`config.mk`:
```
export PLATFORM = sky130hd
export DESIGN_NAME = word_index_unit_flat
export DESIGN_NICKNAME = d
export VERILOG_FILES = /design/src/rtl/word_index_unit_if.sv /design/src/rtl/word_index_unit.sv /design/src/flat_wrapper.sv
export SDC_FILE = /design/constraint.sdc
export NUM_CORES = 1
export LEC_CHECK = 0
export ABC_AREA = 1
export BUFFER_PORTS_ARGS = -buffer_cell sky130_fd_sc_hd__buf_2
export CORE_MARGIN = 1
export CORE_UTILIZATION = 49
export CTS_CLUSTER_DIAMETER = 30
export DETAILED_ROUTE_END_ITERATION = 10
export HOLD_SLACK_MARGIN = 0.03
export PLACE_DENSITY = 0.78
export SYNTH_ARGS = -nofsm -noshare
export SYNTH_HDL_FRONTEND = slang
export SYNTH_SLANG_ARGS = --single-unit
export TNS_END_PERCENT = 100
```
`constraint.sdc`:
```
create_clock -name clk -period 2.5 [get_ports clk]
set_clock_uncertainty 0.1 [all_clocks]
set_input_delay 0.375 -clock clk [delete_from_list [all_inputs] [get_ports clk]]
set_output_delay 0.375 -clock clk [all_outputs]
set_load 0.03 [all_outputs]
```
`src/rtl/word_index_unit_if.sv`:
```
// Handshake and status bundle between the MEM-stage address producer and word_index_unit.
// The slave modport is the unit's side; the master modport is the producer/memory side.
interface word_index_unit_if #(
    parameter int ADDR_W = 32
) ();
    logic              in_valid;
    logic              in_ready;
    logic [ADDR_W-1:0] in_addr;
    logic [1:0]        in_size;
    logic              out_valid;
    logic              out_ready;
    logic [ADDR_W-3:0] out_index;
    logic [3:0]        out_byte_en;
    logic              out_misalign;
    logic              err_clr;
    logic              err_sticky;
    logic [7:0]        mis_count;

    modport slave (
        input  in_valid, in_addr, in_size, out_ready, err_clr,
        output in_ready, out_valid, out_index, out_byte_en, out_misalign,
        output err_sticky, mis_count
    );

    modport master (
        output in_valid, in_addr, in_size, out_ready, err_clr,
        input  in_ready, out_valid, out_index, out_byte_en, out_misalign,
        input  err_sticky, mis_count
    );
endinterface

```
`src/rtl/word_index_unit.sv`:
```
// Byte address -> word index + lane enables, 2-entry buffered; WORD_INDEX_ALIGN_TRAP_EN enables alignment trapping.
// Latency: entry accepted at edge N is presented in cycle N+1; no combinational input-to-output path.
// Backpressure: in_ready = !rst && occupancy != 2, independent of out_ready; 1 entry/cycle when out_ready held high.
module word_index_unit #(
    parameter int ADDR_W = 32
) (
    input  logic              clk,
    input  logic              rst,
    word_index_unit_if.slave  bus
);
    localparam int IDX_W = ADDR_W - 2;

    logic [IDX_W-1:0] r_index [2];
    logic [3:0]       r_ben   [2];
    logic             r_mis   [2];
    logic             r_wptr;
    logic             r_rptr;
    logic [1:0]       r_occ;

    logic             w_in_ready;
    logic             w_out_valid;
    logic             w_accept;
    logic             w_pop;
    logic [3:0]       w_base_ben;
    logic [3:0]       w_dec_ben;
    logic             w_dec_mis;

    assign w_in_ready  = !rst && (r_occ != 2'd2);
    assign w_out_valid = (r_occ != 2'd0);
    assign w_accept    = bus.in_valid && w_in_ready;
    assign w_pop       = w_out_valid && bus.out_ready;

    // Lane selection always aligns down; size 11 falls through to word lanes.
    always_comb begin
        w_base_ben = 4'b1111;
        case (bus.in_size)
            2'b00:   w_base_ben = 4'b0001 << bus.in_addr[1:0];
            2'b01:   w_base_ben = bus.in_addr[1] ? 4'b1100 : 4'b0011;
            default: w_base_ben = 4'b1111;
        endcase
    end

`ifdef WORD_INDEX_ALIGN_TRAP_EN
    always_comb begin
        w_dec_mis = 1'b1;
        case (bus.in_size)
            2'b00:   w_dec_mis = 1'b0;
            2'b01:   w_dec_mis = bus.in_addr[0];
            2'b10:   w_dec_mis = (bus.in_addr[1:0] != 2'b00);
            default: w_dec_mis = 1'b1;
        endcase
    end

    assign w_dec_ben = w_dec_mis ? 4'b0000 : w_base_ben;
`else
    assign w_dec_mis = 1'b0;
    assign w_dec_ben = w_base_ben;
`endif

    always_ff @(posedge clk) begin
        if (rst) begin
            for (int i = 0; i < 2; i++) begin
                r_index[i] <= '0;
                r_ben[i]   <= '0;
                r_mis[i]   <= 1'b0;
            end
            r_wptr <= 1'b0;
            r_rptr <= 1'b0;
            r_occ  <= 2'd0;
        end else begin
            if (w_accept) begin
                r_index[r_wptr] <= bus.in_addr[ADDR_W-1:2];
                r_ben[r_wptr]   <= w_dec_ben;
                r_mis[r_wptr]   <= w_dec_mis;
                r_wptr          <= ~r_wptr;
            end
            if (w_pop) begin
                r_rptr <= ~r_rptr;
            end
            case ({w_accept, w_pop})
                2'b10:   r_occ <= r_occ + 2'd1;
                2'b01:   r_occ <= r_occ - 2'd1;
                default: r_occ <= r_occ;
            endcase
        end
    end

    // Data outputs are forced to zero while empty so the idle bus reads clean.
    assign bus.in_ready     = w_in_ready;
    assign bus.out_valid    = w_out_valid;
    assign bus.out_index    = w_out_valid ? r_index[r_rptr] : '0;
    assign bus.out_byte_en  = w_out_valid ? r_ben[r_rptr]   : 4'b0000;
    assign bus.out_misalign = w_out_valid ? r_mis[r_rptr]   : 1'b0;

`ifdef WORD_INDEX_ALIGN_TRAP_EN
    logic       r_err_sticky;
    logic [7:0] r_mis_count;

    // A misaligned accept in the same cycle as err_clr restarts the count at 1.
    always_ff @(posedge clk) begin
        if (rst) begin
            r_err_sticky <= 1'b0;
            r_mis_count  <= 8'd0;
        end else if (w_accept && w_dec_mis) begin
            r_err_sticky <= 1'b1;
            if (bus.err_clr) begin
                r_mis_count <= 8'd1;
            end else if (r_mis_count != 8'hFF) begin
                r_mis_count <= r_mis_count + 8'd1;
            end
        end else if (bus.err_clr) begin
            r_err_sticky <= 1'b0;
            r_mis_count  <= 8'd0;
        end
    end

    assign bus.err_sticky = r_err_sticky;
    assign bus.mis_count  = r_mis_count;
`else
    logic w_unused_err_clr;
    assign w_unused_err_clr = bus.err_clr;
    assign bus.err_sticky   = 1'b0;
    assign bus.mis_count    = 8'd0;
`endif

endmodule

```
`src/flat_wrapper.sv`:
```
// flat-port wrapper written by rule: the top's interface ports become plain ports
module word_index_unit_flat 
#(
    parameter int ADDR_W = 32
)
  (clk, rst, bus_in_valid, bus_in_addr, bus_in_size, bus_out_ready, bus_err_clr, bus_in_ready, bus_out_valid, bus_out_index, bus_out_byte_en, bus_out_misalign, bus_err_sticky, bus_mis_count);
  word_index_unit_if #(.ADDR_W(ADDR_W)) bus_i ();
  input  logic clk;
  input  logic rst;
  input wire logic [$bits(bus_i.in_valid)-1:0] bus_in_valid;
  input wire logic [$bits(bus_i.in_addr)-1:0] bus_in_addr;
  input wire logic [$bits(bus_i.in_size)-1:0] bus_in_size;
  input wire logic [$bits(bus_i.out_ready)-1:0] bus_out_ready;
  input wire logic [$bits(bus_i.err_clr)-1:0] bus_err_clr;
  output wire logic [$bits(bus_i.in_ready)-1:0] bus_in_ready;
  output wire logic [$bits(bus_i.out_valid)-1:0] bus_out_valid;
  output wire logic [$bits(bus_i.out_index)-1:0] bus_out_index;
  output wire logic [$bits(bus_i.out_byte_en)-1:0] bus_out_byte_en;
  output wire logic [$bits(bus_i.out_misalign)-1:0] bus_out_misalign;
  output wire logic [$bits(bus_i.err_sticky)-1:0] bus_err_sticky;
  output wire logic [$bits(bus_i.mis_count)-1:0] bus_mis_count;
  assign bus_i.in_valid = bus_in_valid;
  assign bus_i.in_addr = bus_in_addr;
  assign bus_i.in_size = bus_in_size;
  assign bus_i.out_ready = bus_out_ready;
  assign bus_i.err_clr = bus_err_clr;
  assign bus_in_ready = bus_i.in_ready;
  assign bus_out_valid = bus_i.out_valid;
  assign bus_out_index = bus_i.out_index;
  assign bus_out_byte_en = bus_i.out_byte_en;
  assign bus_out_misalign = bus_i.out_misalign;
  assign bus_err_sticky = bus_i.err_sticky;
  assign bus_mis_count = bus_i.mis_count;
  word_index_unit #(.ADDR_W(ADDR_W)) u_core (.clk(clk), .rst(rst), .bus(bus_i));
endmodule
```
# ---- Word level (Yosys, flattened, before mapping)
# Memories as Yosys holds them, arrays and structs flattened. A register that Yosys moved wholly into a read port is not among the register bits.
# Index checks and enable logic that the tools add are counted.
dict set report op_classes {
  n_addsub 2
  n_eq_ne 4
  n_shift 1
  n_mux 21
  bitwise 2
  reduce_logical 9
}
# operator count
set ops {}
lappend ops {{$mux W30} 2}
lappend ops {{$reduce_or A30 Y1} 1}
lappend ops {{$mux W1} 14}
lappend ops {{$mux W4} 3}
lappend ops {{$pmux W4 S2} 1}
lappend ops {{$eq A2 B1 Y1 const B} 2}
lappend ops {{$pmux W2 S2} 1}
lappend ops {{$reduce_bool A2 Y1} 2}
lappend ops {{$reduce_or A4 Y1} 1}
lappend ops {{$shl A1 B2 Y4 const A} 1}
lappend ops {{$logic_and A1 B1 Y1} 3}
lappend ops {{$add A2 B1 Y2 const B} 1}
lappend ops {{$eq A2 B2 Y1 const B} 1}
lappend ops {{$logic_not A2 Y1} 1}
lappend ops {{$ne A2 B2 Y1 const B} 1}
lappend ops {{$not A1 Y1} 2}
lappend ops {{$sub A2 B1 Y2 const B} 1}
lappend ops {{$logic_not A1 Y1} 1}
dict set report totals {
  regBits 4
  ramBits 68
  in_bits 39
  out_inout_bits 46
  word_cells 44
  mem_count 2
}
# memory words width read_ports rd_ports_with_merged_regs wr line_no
set mem_list {}
lappend mem_list {u_core.r_index 2 30 1 1 2 word_index_unit.sv:13} ;# logic [IDX_W-1:0] r_index [2];
lappend mem_list {u_core.r_ben 2 4 1 1 2 word_index_unit.sv:14} ;# logic [3:0] r_ben [2];

# ---- Depth between registers and ports, before layout
# Gate-level depths: netlist (run 1).
dict set report depth {
  depth_word 8
  ltp_mapped 9
  ltp_nobuf 9
}

# ---- Worst setup path after synthesis (run 1)
# OpenSTA, ideal clock, no wires.
dict set report synth_path {
  path_type {register to register}
  from {register u_core.r_occ[0]}
  to {memory u_core.r_ben[0][0], enable pin}
  setup_time_ns 0.392
  arrival_time_ns 1.804
  required_time_ns 2.008
  slack_ns 0.205
  stages_incl_launch_ff 6
  n_path_buf 1
  synth_period_minus_slack_ns 2.295
  path_cell_list {dfxtp_1 -> inv_2 -> a21oi_4 -> nand3_4 -> buf_6 -> nand2_1}
}
# element line_no
set synth_rtl {}
lappend synth_rtl {{start: declaration} word_index_unit.sv:18} ;# logic [1:0] r_occ;
lappend synth_rtl {{start signal: assignment} word_index_unit.sv:81} ;# 2'b10: r_occ <= r_occ + 2'd1;
lappend synth_rtl {{start signal: assignment} word_index_unit.sv:82} ;# 2'b01: r_occ <= r_occ - 2'd1;
lappend synth_rtl {{start signal: assignment} word_index_unit.sv:83} ;# default: r_occ <= r_occ;
lappend synth_rtl {{end: declaration} word_index_unit.sv:14}

# ---- Worst setup path after layout (run 1)
dict set report layout_path {
  from {register u_core.r_occ[1]}
  to {output port bus_out_byte_en[3]}
}
dict set report layout_between {
  elab_chain_cells 2
}
# element line_no
set layout_rtl {}
lappend layout_rtl {{$reduce_bool A2 Y1} word_index_unit.sv:29} ;# assign w_out_valid = (r_occ != 2'd0);
lappend layout_rtl {{$mux W4} word_index_unit.sv:92} ;# assign bus.out_byte_en = w_out_valid ? r_ben[r_rptr] : 4'b0000;
lappend layout_rtl {{end: declaration} flat_wrapper.sv:18} ;# output wire logic [$bits(bus_i.out_byte_en)-1:0] bus_out_byte_en;
# No other way between the ends.

==> qor.yml, run 1 <==
clkPwrFrac_pct: 35.6
start_util_pct: 51.84
synth_edf_count: 68
place_hpwl_um: 4321
layout_common_cells: "78 x nand2_1, 77 x nor2_1, 73 x buf_2"
p_comb_share_pct: 20.7
required_ps: 2030
portBuffers: 73
final_common_cell: "nand2_1"
routed_via_density: 4.923
cts_sinks: 73
rsz0062_at_grt: "false"
worstPathMaxFanout: 15
ff2ff_setup_slack_ps: 730
fillers: 557
finish.utilization_pct: 62.01
timing.rr.start: "u_core.r_occ[1]"
root_buffer: "clkbuf_8"
outcome: "finished with violations"
whs_ps: 243.2
synthFlopType: "edfxtp_1"
drt_iter0_drc: 164
cts_setup_buffers: 0
numCtsBuffers: 9
yosys.area.top_type_share_pct: 60.65
coreArea_mm2: 0.006495
die_w_um: 84.90
ys_ff_latch: 73
slew_viol_final: 0
clkTransAtPathRegs_ps: 80
cap_viol_max_count: 0
p_per_area_mw_per_mm2: 838.3
synth_area_leader_cell: "edfxtp_1"
cp_data_arrival_time_ps: 1650
finalCriticalPeriod_ps: 2128
grt_pass1_vias: 2497
wl_per_cell_um: 13.42
clk_latency_ps: 330
r2r_end: "u_core.r_occ[1]"
path_class: "reg -> out"
worst_setup_path_start_kind: "flip-flop"
drc: 8
failed_checks: "design-rule violations"
synth.top_cells.by_area: "edfxtp_1 61%, nand2_1 8.8%, nor2_1 8.6%"
top_level_ports: 85
grt-ovfl-total: 0
clock_path_buffers: 2
leakagePower_uw: 0.001878
fmax_mhz: 469.9
grt_pass1_wl_um: 11210
die_h_um: 84.90
placementRows: 29
drive_gt1_share_pct: 24.82
hold-path-endpoint: "u_core.r_index[0][17]"
dr.pass1.iters: 9
endpoint_kind: "output pin"
diodes: 0
p_int_uw: 2393
whs_path_depth: 3
holdBufCountCts: 0
fin_crit_sh_pct: 85.13
async_flop_share_pct: 0
syn_inst: 345
hold_violations: 0
ff_latch_area_mm2: 0.002142
grt_use_total_pct: 20.40
synth_cell_types: 22
reg2reg_depth: 8
netSwitchingFraction_pct: 29.13
cts_tree: "built"
multi_input_area_um2: 917.1
synth_top_family_by_area: "simple AND/OR/NAND/NOR gates"
die-area_mm2: 0.007207
startpoint: "u_core.r_occ[1]"
hold_start: "bus_in_addr[19]"
grt_max_degree: 35
peakVddDrop_mv: 0.4016
final_antenna_net_count: 0
antenna_found_initial: 0
ys_warn_count: 0
cts_htree_levels: 3
post_cts_resized: 0
hp-class: "in -> reg"
finalSetupViolCount: 0
totalWireLength_um: 6763
netlist_area_mm2: 0.003367
synth-compound-area-share_pct: 6.429
gp_congestion: 0.7078
synthAdderAreaFrac_pct: 0.3716
synth_xor_xnor_area_share_pct: 0
synth_mux_area_share_pct: 0
avgSynthCellArea_um2: 9.759
fin_nets: 462
ys_seq_area_share_pct: 63.62
power_frac_seq_pct: 43.7
synthSimpleGateAreaFrac_pct: 19.25
num_vias: 2481
setup_tns_ps: 0
area_delta_synth_final_pct: 19.62
switchingPower_uw: 983.4
-- cell type report --
class,instances,area share [%]
flip-flops and latches,73,53.18
multi-input cells,214,22.77
repair buffers,83,11.25
inverters,41,3.821
clock inverters,7,3.510
clock buffers,9,3.075
well taps,77,2.392
-- critical path: stages (launching register included) --
cell	delay (ps)
dfxtp_1	390
nor2_2	360
buf_4	300
a21oi_1	90
buf_2	180
-- per-layer routing --
metal	global-route usage [%]	vias up	wire, µm
met5	0	-	0
met4	8.012	0	78
met3	3.599	8	342
met2	36.73	84	3518
met1	24.41	1154	2823
li1	-	1235	-
-- registers in the layout, summed over array words and instances (netlist names), named ones only --
name and count:
u_core.r_wptr 1, u_core.r_occ 2, u_core.r_rptr 1, u_core.r_ben 8, u_core.r_index 60
-- synth_stat cells, types with 2 or more instances --
cell type and number:
buf_6 6, dfxtp_1 5, inv_1 39, a21oi_1 39, nor2_1 77, buf_4 10
clkbuf_1 2, buf_2 8, nand2_1 79, edfxtp_1 68
-- power groups by stage --
stage | clock [µW] | sequential (µW) | combinational [µW]
finish | 1200 | 1470 | 700
global route | 1270 | 1480 | 770
CTS | 1220 | 1470 | 709
detailed placement | 0 | 1500 | 705
global placement | 0 | 1500 | 690
floorplan | 0 | 1490 | 510
-- worst max path at each step --
stage,depth (start not counted),end,slack [ps]
4_1_cts,4,bus_out_byte_en[3],340
6_report,4,bus_out_byte_en[3],370
2_1_floorplan,5,u_core.r_ben[0][0],200
5_1_grt,4,bus_out_byte_en[3],250
3_5_place_dp,5,u_core.r_index[1][16],640
3_3_place_gp,5,u_core.r_index[1][16],680
-- cells by family (layout without fill, tap and decap cells) --
family	count (synthesis)	after routing
AOI/OAI and AO/OA	41	41
adders and majority gates	1	1
buffers and inverters	67	140
DFF	73	73
other	1	10
and+or+nand+nor	162	162
-- metrics by stage --
stage               total power (µW)  cells  worst slack, ps  cell area, µm²
CTS                             3405    504            343.3            4028
finish                          3376    504            371.8            4028
detailed placement              2207    488            644.7            3762
global placement                2186    488            681.4            3762
floorplan                       2005    354            204.7            3401
global route                    3528    504            250.0            4028
(Power assumes the default switching activity.)
==> run 2: changes to the inputs <==
Settings changed: GPL_TIMING_DRIVEN set to 0.
==> qor.yml, run 2 (synthesis gave the netlist of run 1 again) <==
grt-ovfl-total: 0  # unchanged
drt_iter0_drc: 133  # -19%
cts_htree_levels: 3  # unchanged
area_delta_synth_final_pct: 21.85
failed_checks: "design-rule violations"
setup_tns_ps: 0  # unchanged
final_common_cell: "buf_2"
holdBufCountCts: 0  # unchanged
endpoint_kind: "output pin"
place_area_mm2: 0.003867  # +2.8%
die_h_um: 84.90  # unchanged
gp_congestion: 0.7223  # +2.0%
p_per_area_mw_per_mm2: 800.5  # -4.5%
grt_use_met2_pct: 34.00  # -2.7 points
grt_use_met3_pct: 5.156  # +1.6 points
clock_path_buffers: 2  # unchanged
largest_reg_flops: 60  # unchanged
outcome: "finished with violations"
required_ps: 2030  # about the same
leakagePower_uw: 0.001936  # +3.1%
dr.pass1.iters: 9  # unchanged
grt_pass1_vias: 2336  # -6.4%
path_class: "reg -> out"
portBuffers: 73  # unchanged
worstPathMaxFanout: 10  # -5
top_usage_layer: "met2"
numCtsBuffers: 9  # unchanged
grt_use_total_pct: 20.03  # -0.37 points
met1_usage_pct: 25.26  # +0.85 points
cts_setup_buffers: 0  # unchanged
start_util_pct: 51.84  # unchanged
cts_sinks: 73  # unchanged
fillers: 572  # +2.7%
fin_crit_sh_pct: 89.03  # +3.9 points
cts_tree: "built"
clkTransAtPathRegs_ps: 80  # about the same
coreArea_mm2: 0.006495  # unchanged
die-area_mm2: 0.007207  # unchanged
peakVddDrop_mv: 0.3959  # -1.4%
slew_viol_final: 0  # unchanged
tightest_slew_ps: 874.4
cp_data_arrival_time_ps: 1750  # +100 ps
root_buffer: "clkbuf_8"
finalInstanceArea_mm2: 0.004103  # +1.9%
wl_per_cell_um: 13.08  # -2.5%
top_regs: "u_core.r_index x60, u_core.r_ben x8, u_core.r_occ x2"
totalWireLength_um: 6804  # +0.61%
fmax_mhz: 449.3  # -4.4%
diodes: 0  # unchanged
hold_violations: 0  # unchanged
grt_pass1_wl_um: 10810  # -3.5%
die_w_um: 84.90  # unchanged
slew_headroom_pct: 41.50
rsz0062_at_grt: "false"
hp-class: "in -> reg"
worst_setup_path_start_kind: "flip-flop"
post_cts_resized: 0  # unchanged
num_vias: 2516  # +1.4%
finalCriticalPeriod_ps: 2226  # +97.49 ps
final_antenna_net_count: 0  # unchanged
antenna_found_initial: 0  # unchanged
drc: 8  # unchanged
finish.utilization_pct: 63.17  # +1.2 points
regMostFlops: "u_core.r_index"
cap_viol_max_count: 0  # unchanged
routed_via_density: 4.838  # -1.7%
placementRows: 29  # unchanged
grt_max_degree: 36  # +2.9%
clk_latency_ps: 330  # about the same
top_level_ports: 85  # unchanged
fin_nets: 478  # +3.5%
place_hpwl_um: 4537  # +5.0%
finalSetupViolCount: 0  # unchanged
layout_common_cells: "81 x buf_2, 77 x nor2_1, 77 x nand2_1"
drive_gt1_share_pct: 26.86  # +2.0 points
-- run 2: layout make-up --
class,instances,area (µm²),area share [%]
inverter,41,153.9,3.751
multi-input combinational,214,919.6,22.42
clock buffer,11,131.4,3.202
buffer,26,190.2,4.636
clock inverter,5,103.9,2.531
tap,77,96.34,2.348
sequential,73,2142,52.21
timing repair buffer,73,365.4,8.905
-- run 2: metrics by stage --
step                      instances  worst slack, ps  hold slack, ps  total power (µW)
after global placement          504           -134.6           377.0              2208
after floorplan                 354            204.7           366.9              2005
after global routing            520            80.90           230.3              3415
after CTS                       520            261.9           227.5              3302
final                           520            274.3           236.4              3284
after detailed placement        504            332.9           406.7              2223
-- run 2: final timing paths --
check / start / end / slack (ps) / cells after the start
worst min-delay path: bus_in_addr[18] / u_core.r_index[0][16] / 240 / 3
worst max-delay path: flip-flop / bus_out_index[8] / 270 / 5
worst min register to register: u_core.r_rptr / flip-flop / 420 / 2
worst max register to register: u_core.r_occ[0] / u_core.r_index[0][12] / 390 / 5
-- run 2: where the power goes --
group	internal, µW	switching (µW)
combinational	198	520
clock	664	428
sequential	1440	32.7
total	2300	981
-- run 2: worst max-delay path, cell delays in order (launching register included) --
cell	delay, ps
dfxtp_1	300
buf_2	180
clkbuf_1	400
nand2_1	100
a21oi_1	210
buf_2	230
-- run 2: metal layers --
layer | wire length, µm | up-vias
li1 | - | 1272
met4 | 66 | 0
met5 | 0 | -
met2 | 3477 | 86
met3 | 397 | 5
met1 | 2862 | 1153
==> run 3: changes to the inputs <==
Settings changed: BUFFER_PORTS_ARGS -buffer_cell sky130_fd_sc_hd__buf_2 to -buffer_cell sky130_fd_sc_hd__buf_4.
==> qor.yml, run 3 (synthesis gave the netlist of run 1 again) <==
die_w_um: 84.90  # unchanged
pre_cts_ws_ps: 321.3  # -11.68 ps
cp_num_buf_inv: 3  # unchanged
multi_input_area_um2: 919.6  # unchanged
grt_use_total_pct: 21.00  # +0.97 points
cp_data_arrival_time_ps: 1800  # +50 ps
dr.pass1.iters: 10  # +1
area_delta_synth_final_pct: 27.20
fin_crit_sh_pct: 91.14  # +2.1 points
drive_gt1_share_pct: 26.64  # -0.23 points
cpLargestDelayFamily: "buffers and inverters"
clk_latency_ps: 340  # about the same
worstPathMaxFanout: 10  # unchanged
required_ps: 2030  # about the same
place_hpwl_um: 4686  # +3.3%
cts_htree_levels: 3  # unchanged
failed_checks: "design-rule violations"
numCtsBuffers: 9  # unchanged
rsz0062_at_grt: "false"
cts_tree: "built"
fillers: 509  # -11%
wl_per_cell_um: 13.87  # +6.0%
hp-class: "in -> reg"
finalSetupViolCount: 0  # unchanged
cts_sinks: 73  # unchanged
clkTransAtPathRegs_ps: 80  # about the same
cts_setup_buffers: 0  # unchanged
antenna_found_initial: 0  # unchanged
die-area_mm2: 0.007207  # unchanged
cap_viol_max_count: 0  # unchanged
post_cts_resized: 0  # unchanged
gp_congestion: 0.7168  # -0.76%
placementRows: 29  # unchanged
routed_via_density: 4.942  # +2.1%
finish.utilization_pct: 65.94  # +2.8 points
top_regs: "u_core.r_index x60, u_core.r_ben x8, u_core.r_occ x2"
layout_common_cells: "83 x buf_4, 77 x nor2_1, 77 x nand2_1"
ff_latch_area_mm2: 0.002142  # unchanged
totalWireLength_um: 7214  # +6.0%
top_level_ports: 85  # unchanged
clock_path_buffers: 2  # unchanged
endpoint_kind: "output pin"
path_cells: "buf_2 > clkbuf_1 > nand2_1 > a21oi_1 > buf_4"
dp.cells: 504  # unchanged
grt_pass1_vias: 2545  # +8.9%
tightest_slew_ps: 871.6  # -2.838 ps
finalCriticalPeriod_ps: 2278  # +52.75 ps
final_common_cell: "buf_4"
start_util_pct: 51.84  # unchanged
fin_total_pwr_uw: 3347  # +1.9%
num_vias: 2570  # +2.1%
grt_max_degree: 36  # unchanged
grt-ovfl-total: 0  # unchanged
die_h_um: 84.90  # unchanged
drt_iter0_drc: 162  # +22%
largest_reg_flops: 60  # unchanged
regMostFlops: "u_core.r_index"
hold_violations: 0  # unchanged
outcome: "finished with violations"
coreArea_mm2: 0.006495  # unchanged
portBuffers: 73  # unchanged
fin_nets: 478  # unchanged
path_class: "reg -> out"
holdBufCountCts: 0  # unchanged
fmax_mhz: 438.9  # -2.3%
leakagePower_uw: 0.001965  # +1.5%
stdcell_count: 520  # unchanged
drc: 8  # unchanged
worst_slack_ps: 221.5  # -52.75 ps
whs_ps: 232.9  # -3.525 ps
slew_headroom_pct: 41.69  # +0.19 points
final_antenna_net_count: 0  # unchanged
peakVddDrop_mv: 0.3643  # -8.0%
grt_pass1_wl_um: 11370  # +5.2%
root_buffer: "clkbuf_8"
crit_path_top_delay_cell: "clkbuf_1"
diodes: 0  # unchanged
slew_viol_final: 0  # unchanged
max_stage_delay_ps: 430  # +30 ps
p_per_area_mw_per_mm2: 781.5  # -2.4%
worst_setup_path_start_kind: "flip-flop"
## run 3: cell count changes in the layout (fill, tap and decap cells not counted)
cell / change
clkinv_4: -1
clkinv_2: -1
clkinvlp_4: +1
buf_4: +73
buf_2: -73
clkbuf_1: -2
clkinv_1: +3
## run 3: per-stage QoR
stage	setup TNS (ps)	cell area, µm²
floorplan	0	3401
global placement	-8449	4045
detailed placement	0	4050
CTS	0	4283
global route	0	4283
finish	0	4283
## run 3: worst register-to-register path, delay by kind of cell, from the launching register on
family | cells | cell delay [ps]
AND/OR/NAND/NOR | 2 | 780
buffers and inverters | 2 | 290
flip-flops | 1 | 410
AO/OA/AOI/OAI | 1 | 160
## run 3: per-layer routing
layer	up-vias	track usage, %	wire length, µm
met5	-	0	0
met4	0	10.79	181
met3	18	3.405	339
met2	82	36.95	3786
met1	1199	25.03	2907
li1	1271	-	-
## run 3: where the power goes
group	switching (µW)	internal, µW
logic	531	260
registers	34.7	1440
clock network	427	652
## run 3: path summary, 6_finish.rpt
path,start,end,slack [ps],depth (start not counted)
worst max-delay path,flip-flop,bus_out_index[8],220,5
worst min-delay path,bus_in_addr[23],u_core.r_index[1][21],230,3
worst max register to register,u_core.r_occ[0],u_core.r_ben[0][2],380,5
worst min register to register,u_core.r_rptr,flip-flop,410,2
## run 3: area by class of cell
type | instances | area share (%)
Timing Repair Buffer | 73 | 12.80
Inverter | 41 | 3.593
Buffer | 26 | 4.441
Sequential cell | 73 | 50.01
Multi-Input combinational cell | 214 | 21.47
Clock buffer | 9 | 2.892
Tap cell | 77 | 2.249
Clock inverter | 7 | 2.542
